===== src/rtl/icache_pkg.sv =====
// rtl/icache_pkg.sv - shared L1I refill types and constants
package icache_pkg;

    typedef enum logic [1:0] {
        ST_IDLE  = 2'd0,
        ST_REQ   = 2'd1,
        ST_FILL  = 2'd2,
        ST_TAGWR = 2'd3
    } refill_state_e;

    localparam int DEF_OFFSET_SIZE = 5;
    localparam int DEF_INDEX_SIZE  = 8;
    localparam int DEF_BUS_WIDTH   = 64;
    localparam int ADDR_WIDTH      = 64;

    // Stored tag word layout: valid flag in bit 0, tag above it.
    localparam int TAG_VALID_BIT   = 0;

endpackage


===== src/rtl/icache_tag_compare.sv =====
// rtl/icache_tag_compare.sv - combinational valid/tag compare producing a hit
module icache_tag_compare
    import icache_pkg::*;
#(
    parameter int tagSize = 51
) (
    input  logic [tagSize:0]   queriedTag_i,
    input  logic [tagSize-1:0] tag_i,
    output logic               hit_o
);

    // A hit needs a valid entry whose stored tag matches the request.
    always_comb begin
        hit_o = queriedTag_i[TAG_VALID_BIT] && (queriedTag_i[tagSize:1] == tag_i);
    end

endmodule


===== src/rtl/icache_refill_ctrl.sv =====
// rtl/icache_refill_ctrl.sv - L1I hit/miss decision and line refill; optional ICACHE_PERF_CNT_EN hit/miss counters
module icache_refill_ctrl
    import icache_pkg::*;
#(
    parameter int offsetSize   = DEF_OFFSET_SIZE,
    parameter int indexSize    = DEF_INDEX_SIZE,
    parameter int tagSize      = ADDR_WIDTH - (offsetSize + indexSize),
    parameter int busWidth     = DEF_BUS_WIDTH,
    parameter int beatsPerLine = (2 ** offsetSize) * 8 / busWidth,
    localparam int BEAT_W      = (beatsPerLine > 1) ? $clog2(beatsPerLine) : 1
) (
    input  logic                  clock_i,
    input  logic                  reset_i,
    input  logic                  flushPipeline_i,
    input  logic                  enable_i,
    input  logic [tagSize-1:0]    tag_i,
    input  logic [indexSize-1:0]  index_i,
    input  logic [offsetSize-1:0] offset_i,
    input  logic [tagSize:0]      queriedTag_i,
    output logic                  hit_o,
    output logic [tagSize-1:0]    tag_o,
    output logic [indexSize-1:0]  index_o,
    output logic [offsetSize-1:0] offset_o,
    output logic                  tagQueryStall_o,
    output logic                  reqValid_o,
    input  logic                  reqReady_i,
    output logic [ADDR_WIDTH-1:0] reqAddr_o,
    input  logic                  fillValid_i,
    input  logic [busWidth-1:0]   fillData_i,
    output logic                  dataWrEn_o,
    output logic [indexSize-1:0]  dataWrIndex_o,
    output logic [BEAT_W-1:0]     dataWrBeat_o,
    output logic [busWidth-1:0]   dataWrData_o,
    output logic [tagSize-1:0]    newTag_o,
    output logic [indexSize-1:0]  newIndex_o,
    output logic                  updateEnable_o
`ifdef ICACHE_PERF_CNT_EN
    ,
    output logic [31:0]           hitCount_o,
    output logic [31:0]           missCount_o
`endif
);

    localparam logic [BEAT_W-1:0] LAST_BEAT = BEAT_W'(beatsPerLine - 1);

    refill_state_e         state_q, state_d;
    logic                  hit_q, hit_d;
    logic [tagSize-1:0]    ptag_q, ptag_d;
    logic [indexSize-1:0]  pidx_q, pidx_d;
    logic [offsetSize-1:0] poff_q, poff_d;
    logic [tagSize-1:0]    lat_tag_q, lat_tag_d;
    logic [indexSize-1:0]  lat_idx_q, lat_idx_d;
    logic [BEAT_W-1:0]     beat_q, beat_d;
    logic                  wr_en_q, wr_en_d;
    logic [BEAT_W-1:0]     wr_beat_q, wr_beat_d;
    logic [busWidth-1:0]   wr_data_q, wr_data_d;
    logic [indexSize-1:0]  wr_idx_q, wr_idx_d;
    logic                  lookup_hit;
    logic                  query_taken;

    icache_tag_compare #(.tagSize(tagSize)) u_tag_compare (
        .queriedTag_i (queriedTag_i),
        .tag_i        (tag_i),
        .hit_o        (lookup_hit)
    );

    // A flushed query is dropped before it can hit or start a refill.
    assign query_taken = (state_q == ST_IDLE) && enable_i && !flushPipeline_i;

    // State register and all datapath registers.
    always_ff @(posedge clock_i) begin
        if (reset_i) begin
            state_q   <= ST_IDLE;
            hit_q     <= 1'b0;
            ptag_q    <= '0;
            pidx_q    <= '0;
            poff_q    <= '0;
            lat_tag_q <= '0;
            lat_idx_q <= '0;
            beat_q    <= '0;
            wr_en_q   <= 1'b0;
            wr_beat_q <= '0;
            wr_data_q <= '0;
            wr_idx_q  <= '0;
        end else begin
            state_q   <= state_d;
            hit_q     <= hit_d;
            ptag_q    <= ptag_d;
            pidx_q    <= pidx_d;
            poff_q    <= poff_d;
            lat_tag_q <= lat_tag_d;
            lat_idx_q <= lat_idx_d;
            beat_q    <= beat_d;
            wr_en_q   <= wr_en_d;
            wr_beat_q <= wr_beat_d;
            wr_data_q <= wr_data_d;
            wr_idx_q  <= wr_idx_d;
        end
    end

    // Next-state logic; hit and data-write registers are single-cycle pulses.
    always_comb begin
        state_d   = state_q;
        hit_d     = 1'b0;
        ptag_d    = '0;
        pidx_d    = '0;
        poff_d    = '0;
        lat_tag_d = lat_tag_q;
        lat_idx_d = lat_idx_q;
        beat_d    = beat_q;
        wr_en_d   = 1'b0;
        wr_beat_d = '0;
        wr_data_d = '0;
        wr_idx_d  = '0;
        case (state_q)
            ST_IDLE: begin
                if (query_taken) begin
                    if (lookup_hit) begin
                        hit_d  = 1'b1;
                        ptag_d = tag_i;
                        pidx_d = index_i;
                        poff_d = offset_i;
                    end else begin
                        lat_tag_d = tag_i;
                        lat_idx_d = index_i;
                        state_d   = ST_REQ;
                    end
                end
            end
            ST_REQ: begin
                // A handshake wins over a flush: the request is already issued.
                if (reqReady_i) begin
                    state_d = ST_FILL;
                    beat_d  = '0;
                end else if (flushPipeline_i) begin
                    state_d = ST_IDLE;
                end
            end
            ST_FILL: begin
                if (fillValid_i) begin
                    wr_en_d   = 1'b1;
                    wr_beat_d = beat_q;
                    wr_data_d = fillData_i;
                    wr_idx_d  = lat_idx_q;
                    if (beat_q == LAST_BEAT) begin
                        beat_d  = '0;
                        state_d = ST_TAGWR;
                    end else begin
                        beat_d = beat_q + 1'b1;
                    end
                end
            end
            ST_TAGWR: begin
                state_d = ST_IDLE;
            end
            default: begin
                state_d = ST_IDLE;
            end
        endcase
    end

    assign hit_o           = hit_q;
    assign tag_o           = ptag_q;
    assign index_o         = pidx_q;
    assign offset_o        = poff_q;
    assign tagQueryStall_o = (state_q != ST_IDLE);
    assign reqValid_o      = (state_q == ST_REQ);
    assign reqAddr_o       = (state_q == ST_REQ) ? {lat_tag_q, lat_idx_q, {offsetSize{1'b0}}} : '0;
    assign dataWrEn_o      = wr_en_q;
    assign dataWrIndex_o   = wr_idx_q;
    assign dataWrBeat_o    = wr_beat_q;
    assign dataWrData_o    = wr_data_q;
    assign updateEnable_o  = (state_q == ST_TAGWR);
    assign newTag_o        = (state_q == ST_TAGWR) ? lat_tag_q : '0;
    assign newIndex_o      = (state_q == ST_TAGWR) ? lat_idx_q : '0;

`ifdef ICACHE_PERF_CNT_EN
    logic [31:0] hit_cnt_q;
    logic [31:0] miss_cnt_q;

    // Count every accepted IDLE lookup decision; only reset clears them.
    always_ff @(posedge clock_i) begin
        if (reset_i) begin
            hit_cnt_q  <= '0;
            miss_cnt_q <= '0;
        end else if (query_taken) begin
            if (lookup_hit) begin
                hit_cnt_q <= hit_cnt_q + 32'd1;
            end else begin
                miss_cnt_q <= miss_cnt_q + 32'd1;
            end
        end
    end

    assign hitCount_o  = hit_cnt_q;
    assign missCount_o = miss_cnt_q;
`endif

endmodule


===== config.mk =====
export PLATFORM = sky130hd
export DESIGN_NAME = icache_refill_ctrl
export DESIGN_NICKNAME = d
export VERILOG_FILES = /design/src/rtl/icache_pkg.sv /design/src/rtl/icache_tag_compare.sv /design/src/rtl/icache_refill_ctrl.sv
export SDC_FILE = /design/constraint.sdc
export NUM_CORES = 1
export LEC_CHECK = 0
export ABC_AREA = 1
export CORE_AREA = 8 8 168 170
export DETAILED_ROUTE_END_ITERATION = 8
export DIE_AREA = 0 0 176 178
export GPL_ROUTABILITY_DRIVEN = 0
export HOLD_SLACK_MARGIN = 0.12
export PLACE_DENSITY = 0.83
export SLEW_MARGIN = 20
export SYNTH_ARGS = -nofsm -noshare
export SYNTH_HDL_FRONTEND = slang
export SYNTH_SLANG_ARGS = --single-unit

===== constraint.sdc =====
create_clock -name clock_i -period 1.8 [get_ports clock_i]
set_input_delay 0.54 -clock clock_i [delete_from_list [all_inputs] [get_ports clock_i]]
set_output_delay 0.54 -clock clock_i [all_outputs]
set_load 0.05 [all_outputs]

==> metrics <==
FP Rows 59; register area share after synthesis 49.1%; CP Max Fanout 10; MaxCap Viol Count 0; Synth top area share around half; endpoints failing hold 0; Clk Latency, worst-skew pair around 0.52 ns; IO Count approximately 450; hold buffer count at CTS 0; Main synth FF type dfxtp_1; CTS sink count 203; routed len/inst 20.8 um; drt total wl 45800 um; Mapped Cells 1212; Die ar. 31300 sq um; fin cells 2199; final clock skew 0.0142 ns; DR vias/cell slightly below 5; most common cell after layout, fill and taps aside buf_4; GRT overflow 0; vias in the first global route 11.0k; slowest cell delay on critical path approximately 0.33 ns; Initial Util 32.3%; Slew Viols, Final 0; Power Dens Cells 706 nW/um^2; CTS H-tree depth 1; DP HPWL 30100 um; chip height 178 um; critical path launch point type flip-flop; endpoints failing setup between 150 and 200; Yosys warnings 0; Buf/Inv on CP 5; IO Port Bufs 446; Max VDD drop approximately 0.00066 V; layout cells sized above 1 47.4%; CP max stage cell dfxtp_2; pin count of the biggest net entering global routing 48; worst path cell trace inv_2 > nor2_4 > clkinv_4 > buf_4 > buf_16 > nor2_4 > buf_12; Tot GR Track Use 26.0%; status finished, violations left; Seq cells post-synth 203; asr flop ratio synth 0%; CP Capture Type primary output; 1st-iter DRT viols 666; number of CTS-inserted buffers 22; hold_ws 0.294 ns; Avg Cell Area, Syn 6.84 sq um; Syn-to-layout area delta 120%; first-pass GRT wire length 63000 um; nets 2030; EDFF count, synth 0; Final Instance Area around 18000 sq um; static leakage between 8 and 9 nW; core area 25600 sq um; Crit path arrival time 1.71 ns; Hold Path Class input port to flip-flop; Peak Freq 444 MHz; largest area contributor in the netlist dfxtp_1; clk buf depth 3; placed cell count 2080; post-route core utilization 71.1%; most frequent CP cell nor2_4; Mapped Area 8280 sq um; Die X 176 um; Area after DPL 15600 sq um; Yosys cell types 26; Tmin final roughly 2.3 ns; DR vias 10.7k; CTS clk-pin slew, worst paths 0.06 ns; RSZ-0062 raised after global routing yes; Critical Path RT roughly 1.3 ns; drt first pass iters 7; Antenna Nets Post-Route 0; Pwr Total 12.9 mW; final worst-path cycle share 125%; cell family with most CP delay buffers and inverters; commonest cells after routing, fill and taps aside buf_4, inv_1, dfxtp_1; top post-synthesis cells by area dfxtp_1, nor2_1, inv_1, nand2_1, a21oi_1; initial antenna violation count 6; CTS tree built; Setup WS post-layout -0.452 ns; clock root buffer clkbuf_16; Setup CP Type flip-flop to primary output; failing checks negative setup slack; drc violations 0
kinds of logic (layout without fill, tap and decap cells):
kind of cell,count (synthesis),in the layout,synth area share [%]
AO/OA/AOI/OAI,125,125,7.63
flip-flops,203,203,49.1
other,1,10,0.0453
adder cells (fa/ha/maj),1,1,0.151
AND/OR/NAND/NOR,570,570,27.1
XOR/XNOR,8,8,0.846
buffers and inverters,304,947,15.2
cell usage after synthesis (6+ instances only):
library cell	count
a21oi_1	62
buf_2	7
buf_6	12
clkbuf_1	27
dfxtp_1	203
inv_1	236
inv_2	16
nand2_1	211
nand4_1	12
nor2_1	312
nor2_2	14
nor3_1	6
nor4_1	7
o21ai_0	46
o21ai_1	15
layer usage:
layer	track usage (%)	wire length (um)	share of wire, %
met3	7.85	4340	9.5
met5	0	23	0.050
met1	25.3	15100	33
met4	13.9	3290	7.2
met2	48.7	23000	50
metrics by stage:
stage / TNS, ns / worst slack (ns)
after CTS: -52.20 / -0.472
final: -50.80 / -0.452
after floorplan: -12.00 / -0.242
after detailed placement: -105.47 / -0.921
after global routing: -63.79 / -0.519
after global placement: -103.19 / -0.930
worst reg2reg max path: cells and delay by family, from the launching register on:
family | cells | cell delay [ns]
AND/OR/NAND/NOR | 3 | 0.35
flip-flops | 1 | 0.35
AO/OA/AOI/OAI | 1 | 0.37
buffers and inverters | 4 | 0.62
power breakdown:
group          internal, mW  switching (mW)  leakage [nW]
combinational          1.55            2.00          6.53
clock                  2.68            1.93         0.360
sequential             4.65          0.0524          1.65
flip-flops by register name, summed over array words and instances (netlist names), named ones only:
register	cells
offset_o	5
index_o	8
hit_o	1
tag_o	51
dataWrEn_o	1
state_q	1
lat_tag_q	51
dataWrIndex_o	8
dataWrBeat_o	2
lat_idx_q	8
beat_q	2
dataWrData_o	64
timing repair:
action / CTS / global route
resized for setup: 347 / 221
pin swaps: 74 / 67
buffers inserted: 35 / 17
setup endpoints to repair: 246 / 246
cloned: 18 / 12
area by class of cell:
class	instances	area, sq um
diodes	5	12.5
clock buffers	28	603
clock inverters	12	134
fillers	1745	7400
inverters	253	955
multi-input cells	709	4480
flip-flops and latches	203	4070
well taps	335	419
repair buffers	654	7540
path summary, 6_finish.rpt:
| check | slack [ns] | startpoint | cells past startpoint | end |
|---|---|---|---|---|
| worst max-delay path | -0.45 | state_q[0]$_SDFFE_PP0P_ | 7 | reqAddr_o[40] |
| worst min-delay path | 0.29 | tag_i[15] | 3 | tag_o[15]$_SDFF_PP0_ |
| worst max register to register | -0.01 | flip-flop | 8 | lat_tag_q[43]$_SDFFE_PP0P_ |
| worst min register to register | 0.47 | beat_q[1]$_SDFFE_PP0P_ | 2 | dataWrBeat_o[1]$_SDFF_PP0_ |
Power figures use the tool's default switching activity.
